File: config.mk
export PLATFORM = sky130hd
export DESIGN_NAME = shift_serializer
export DESIGN_NICKNAME = d
export VERILOG_FILES = /design/src/rtl/shift_serializer.sv
export SDC_FILE = /design/constraint.sdc
export NUM_CORES = 1
export LEC_CHECK = 0
export BUFFER_PORTS_ARGS = -buffer_cell sky130_fd_sc_hd__buf_4
export CORE_MARGIN = 1
export CORE_UTILIZATION = 40
export DETAILED_ROUTE_END_ITERATION = 7
export PLACE_DENSITY = 0.56
export SLEW_MARGIN = 25
export SYNTH_ARGS = -nofsm -noshare
export SYNTH_HDL_FRONTEND = slang
export SYNTH_SLANG_ARGS = --single-unit
File: constraint.sdc
create_clock -name CLK_shift -period 2.35 [get_ports CLK_shift]
set_clock_uncertainty 0.2 [all_clocks]
set_input_delay 0 -clock CLK_shift [delete_from_list [all_inputs] [get_ports CLK_shift]]
set_output_delay 0 -clock CLK_shift [all_outputs]
set_load 0.03 [all_outputs]
File: src/rtl/shift_serializer.sv
// Parallel-to-serial framer: START, LSB-first data, optional even parity, STOP, with a one-word holding buffer.
// Optional parity bit is built only when SHIFT_SER_PARITY_EN is defined.
module shift_serializer #(
    parameter int WIDTH_OUT_DATA = 16,
    parameter int BIT_TICKS      = 4
) (
    input  logic                    CLK_shift,
    input  logic                    RST_shift,
    input  logic [WIDTH_OUT_DATA:0] SHIFT_IN,
    input  logic                    SHIFT_Valid,
    output logic                    Ser_Out,
    output logic                    Ser_Busy,
    output logic                    Ser_Full,
    output logic                    Ser_Done,
    output logic                    Ser_Overrun
);

    // state  | meaning
    // IDLE   | line high, waiting for a word
    // START  | start bit (0)
    // DATA   | data bits, LSB first
    // PARITY | even parity bit (only with SHIFT_SER_PARITY_EN)
    // STOP   | stop bit (1); last tick may chain straight into START

    localparam int DW = WIDTH_OUT_DATA + 1;
    localparam int TW = (BIT_TICKS > 1) ? $clog2(BIT_TICKS) : 1;
    localparam int BW = $clog2(DW);

    localparam logic [TW-1:0] TICK_LAST = TW'(BIT_TICKS - 1);
    localparam logic [BW-1:0] BIT_LAST  = BW'(WIDTH_OUT_DATA);

    localparam logic [2:0] S_IDLE   = 3'd0;
    localparam logic [2:0] S_START  = 3'd1;
    localparam logic [2:0] S_DATA   = 3'd2;
`ifdef SHIFT_SER_PARITY_EN
    localparam logic [2:0] S_PARITY = 3'd3;
`endif
    localparam logic [2:0] S_STOP   = 3'd4;

    logic [2:0]    r_state;
    logic [TW-1:0] r_tick;
    logic [BW-1:0] r_bit;
    logic [DW-1:0] r_shift;
    logic [DW-1:0] r_buf;
    logic          r_full;
    logic          r_overrun;
    logic          r_ser_out;

    logic [2:0]    w_state_nxt;
    logic [TW-1:0] w_tick_nxt;
    logic [BW-1:0] w_bit_nxt;
    logic [DW-1:0] w_shift_nxt;
    logic [DW-1:0] w_buf_nxt;
    logic          w_full_nxt;
    logic          w_overrun_nxt;
    logic          w_out_nxt;
    logic          w_load;
    logic [DW-1:0] w_load_data;
    logic          w_last_tick;
    logic          w_stop_end;

`ifdef SHIFT_SER_PARITY_EN
    logic          r_parity;
`endif

    assign w_last_tick = (r_tick == TICK_LAST);
    assign w_stop_end  = (r_state == S_STOP) && w_last_tick;

    always_comb begin
        w_state_nxt   = r_state;
        w_tick_nxt    = w_last_tick ? '0 : r_tick + TW'(1);
        w_bit_nxt     = r_bit;
        w_shift_nxt   = r_shift;
        w_buf_nxt     = r_buf;
        w_full_nxt    = r_full;
        w_overrun_nxt = r_overrun;
        w_load        = 1'b0;
        w_load_data   = SHIFT_IN;

        case (r_state)
            S_IDLE: begin
                w_tick_nxt = '0;
                if (SHIFT_Valid) begin
                    w_load      = 1'b1;
                    w_state_nxt = S_START;
                end
            end
            S_START: begin
                if (w_last_tick) begin
                    w_state_nxt = S_DATA;
                    w_bit_nxt   = '0;
                end
            end
            S_DATA: begin
                if (w_last_tick) begin
                    w_shift_nxt = r_shift >> 1;
                    if (r_bit == BIT_LAST) begin
                        w_bit_nxt   = '0;
`ifdef SHIFT_SER_PARITY_EN
                        w_state_nxt = S_PARITY;
`else
                        w_state_nxt = S_STOP;
`endif
                    end else begin
                        w_bit_nxt = r_bit + BW'(1);
                    end
                end
            end
`ifdef SHIFT_SER_PARITY_EN
            S_PARITY: begin
                if (w_last_tick) begin
                    w_state_nxt = S_STOP;
                end
            end
`endif
            S_STOP: begin
                if (w_last_tick) begin
                    if (r_full) begin
                        // buffered word goes out first; a same-cycle Valid refills the freed slot
                        w_load      = 1'b1;
                        w_load_data = r_buf;
                        w_state_nxt = S_START;
                        if (SHIFT_Valid) begin
                            w_buf_nxt = SHIFT_IN;
                        end else begin
                            w_full_nxt = 1'b0;
                        end
                    end else if (SHIFT_Valid) begin
                        w_load      = 1'b1;
                        w_state_nxt = S_START;
                    end else begin
                        w_state_nxt = S_IDLE;
                    end
                end
            end
            default: begin
                w_state_nxt = S_IDLE;
                w_tick_nxt  = '0;
            end
        endcase

        if ((r_state != S_IDLE) && SHIFT_Valid && !w_stop_end) begin
            if (!r_full) begin
                w_buf_nxt  = SHIFT_IN;
                w_full_nxt = 1'b1;
            end else begin
                w_overrun_nxt = 1'b1;
            end
        end

        if (w_load) begin
            w_shift_nxt = w_load_data;
        end

        case (w_state_nxt)
            S_START: w_out_nxt = 1'b0;
            S_DATA:  w_out_nxt = w_shift_nxt[0];
`ifdef SHIFT_SER_PARITY_EN
            S_PARITY: w_out_nxt = r_parity;
`endif
            default: w_out_nxt = 1'b1;
        endcase
    end

    always_ff @(posedge CLK_shift or negedge RST_shift) begin
        if (!RST_shift) begin
            r_state   <= S_IDLE;
            r_tick    <= '0;
            r_bit     <= '0;
            r_shift   <= '0;
            r_buf     <= '0;
            r_full    <= 1'b0;
            r_overrun <= 1'b0;
            r_ser_out <= 1'b1;
        end else begin
            r_state   <= w_state_nxt;
            r_tick    <= w_tick_nxt;
            r_bit     <= w_bit_nxt;
            r_shift   <= w_shift_nxt;
            r_buf     <= w_buf_nxt;
            r_full    <= w_full_nxt;
            r_overrun <= w_overrun_nxt;
            r_ser_out <= w_out_nxt;
        end
    end

`ifdef SHIFT_SER_PARITY_EN
    // parity is taken from the whole word as it is loaded, so shifting does not disturb it
    always_ff @(posedge CLK_shift or negedge RST_shift) begin
        if (!RST_shift) begin
            r_parity <= 1'b0;
        end else if (w_load) begin
            r_parity <= ^w_load_data;
        end
    end
`endif

    assign Ser_Out     = r_ser_out;
    assign Ser_Busy    = (r_state != S_IDLE);
    assign Ser_Full    = r_full;
    assign Ser_Done    = w_stop_end;
    assign Ser_Overrun = r_overrun;

endmodule

==> results.json <==
{
  "synth_cells": 192,
  "slowest_stage": "dfrtp_1",
  "maxSlewHeadroom_pct": 60.88,
  "synth_ff_type": "dfrtp_1",
  "synth_top_area_share_pct": 50.11,
  "seq_area_mm2": 0.001177,
  "maxCapViolCount": 0,
  "initial_core_util_pct": 41.72,
  "min_period_ns": 2.065,
  "finalSetupViolCount": 0,
  "core-area_mm2": 0.005507,
  "final_util_pct": 52.01,
  "critPathLaunchType": "register",
  "htree_levels": 2,
  "fillCellCount": 479,
  "power_leakage_nw": 1.394,
  "power_density_mw_per_mm2": 587.0,
  "dp_hpwl_mm": 3.026,
  "p_sw_mw": 0.3305,
  "p_int_mw": 1.351,
  "drive_gt1_share_pct": 26.16,
  "synth.top_cells.by_area": "dfrtp_1, mux2i_1, mux2_4, o221ai_1, mux2_2",
  "clkPwrFrac_pct": 41.3,
  "power.total_mw": 1.681,
  "rsz0062_at_grt": "false",
  "status": "finished, final reports clean",
  "hold_viol_final": 0,
  "diodes": 0,
  "p_comb_share_pct": 7.5,
  "yosys_warnings": 0,
  "synth_cell_types": 36,
  "via_per_inst": 5.265,
  "seqPwrFrac_pct": 51.1,
  "die_area_mm2": 0.006050,
  "cts-buffers-inserted": 5,
  "fp.dieW_um": 77.78,
  "grt_max_degree": 48,
  "grt_pass1_wl_mm": 7.590,
  "drt_iter0_markers": 134,
  "setup.worst_path.class": "reg -> reg",
  "synth_most_common_cell": "dfrtp_1",
  "synth-seq-cells": 47,
  "ys_seq_area_share_pct": 51.25,
  "yosysTopAreaCell": "dfrtp_1",
  "vias": 1627,
  "arrival_ns": 2.05,
  "num_rows": 27,
  "syn_area_per_cell_um2": 11.96,
  "synthArstFlopShare_pct": 100.0,
  "end_kind": "register",
  "die_h_um": 77.78,
  "cp_max_fo": 17,
  "clk_latency_ns": 0.30,
  "place.gp.congestion": 0.8037,
  "final.setup.worst_slack_ns": 0.2845,
  "cts_tree": "yes",
  "drc": 0,
  "antenna_found_initial": 0,
  "overflow": 0,
  "io_buffer_count": 24,
  "synth_commonest_cells": "dfrtp_1, mux2i_1, o221ai_1",
  "crit_chain": "ha_1 > nand2b_1 > a21o_1 > a21boi_4 > buf_12 > mux2_2",
  "grt_usage_pct": 16.47,
  "clkTransAtPathRegs_ns": 0.08,
  "synth_nets": 215,
  "worstPathRequired_ns": 2.33,
  "multiInputGateArea_um2": 983.4,
  "vdd_drop_max_mv": 0.4215,
  "detailedPlace.worstSlack_ns": 0.2395,
  "ctsLongestPathBuffers": 2,
  "hold_path_class": "in -> async",
  "first_global_vias": 1637,
  "fin_crit_sh_pct": 87.89,
  "netSwitchingFraction_pct": 19.66,
  "maxSlewViolCount": 0,
  "syn_to_final_growth_pct": 24.67,
  "drt_pass1_iterations": 4,
  "syn_area_mm2": 0.002297,
  "routed_wl_mm": 4.477,
  "clockRootBuffer": "clkbuf_8",
  "cts.sinks": 47,
  "nets": 259,
  "fmax_mhz": 484.2,
  "ant_nets": 0,
  "tns_ns": 0,
  "critPathMaxStageDelay_ns": 0.39,
  "io_pins": 25,
  "synth_edf_count": 0,
  "drt-wirelength-per-cell_um": 14.49,
  "worst_slew_pin_slew_ns": 0.5869
}
[state kept, by name, summed over array words and instances (netlist names)]
name / cells
r_buf: 17
r_shift: 17
r_bit: 5
r_state: 3
r_tick: 2
Ser_Full: 1
Ser_Out: 1
Ser_Overrun: 1
[cell families after synthesis]
logic type,after synthesis,share of synthesized area [%]
muxes,36,18.30
xor gates and xnor gates,1,0.3813
adders and majority gates,3,1.634
DFF,47,51.25
and+or+nand+nor,40,9.314
AOI/OAI and AO/OA,39,13.13
buffers and inverters,26,5.991
[critical path: cells and delay by family (launching register included)]
family,cells,cell delay (ns)
AOI/OAI and AO/OA,2,0.39
adders and majority gates,1,0.23
buffers and inverters,1,0.19
DFF,1,0.39
muxes,1,0.35
and+or+nand+nor,1,0.20
[layout by cell type, fill, tap and decap left out, drive strengths merged, types with 2 or more instances in the layout]
cell / n
mux2i: 18
dfrtp: 46
nand4: 3
mux2: 18
ha: 3
nor2: 7
inv: 14
a31o: 2
o21ai: 10
o221ai: 15
a21oi: 2
a311oi: 2
nand2: 13
bufinv: 2
nand3: 9
nor3: 2
and3: 2
a21o: 2
clkbuf: 6
buf: 30
dlygate4sd3: 19
[power by group through the flow]
stage,Clock (mW),Sequential (mW),Combinational [mW]
3_5_place_dp,0,0.876,0.103
3_3_place_gp,0,0.874,0.0988
6_report,0.695,0.860,0.126
2_1_floorplan,0,0.871,0.0513
4_1_cts,0.713,0.860,0.129
5_1_grt,0.749,0.863,0.138
[worst paths after layout]
kind / from / endpoint / slack, ns / depth (start not counted)
max: r_tick[0] / r_buf[3] / 0.28 / 6
min: RST_shift / r_tick[1] / 0.04 / 2
max reg2reg: r_tick[0] / r_buf[3] / 0.28 / 6
min reg2reg: r_tick[0] / r_tick[0] / 0.25 / 1
max in group asynchronous: RST_shift / r_buf[0] / 1.51 / 2
min in group CLK_shift: r_tick[0] / r_tick[0] / 0.25 / 1
[routing by layer]
layer  global-route usage, %  routed length [um]  vias up
met5                       0                   0        -
li1                        -                   -      789
met2                   25.40                2092       35
met1                   21.55                2178      794
met4                   8.491                  64        0
met3                   3.765                 141        9
[what timing repair did]
item,in CTS,in global routing
gates resized for setup,0,1
endpoints found under the setup margin,0,1
setup buffers,0,0
endpoints found under the hold margin,83,0
hold buffers,19,0
[metrics by stage]
step           hold slack [ns]  instance area (um^2)  std cells
2_1_floorplan          -0.4956                  2297        192
3_3_place_gp           -0.1610                  2540        282
3_5_place_dp           -0.1506                  2540        282
4_1_cts                0.06847                  2863        309
5_1_grt                0.09333                  2864        309
6_report               0.04243                  2864        309
[cell type report]
class,count,share of cell area (%)
well taps,72,3.145
clock inverters,2,2.097
clock buffers,6,2.534
repair buffers,49,14.94
inverters,14,1.835
flip-flops and latches,47,41.11
multi-input cells,119,34.34
(Power assumes the default switching activity.)
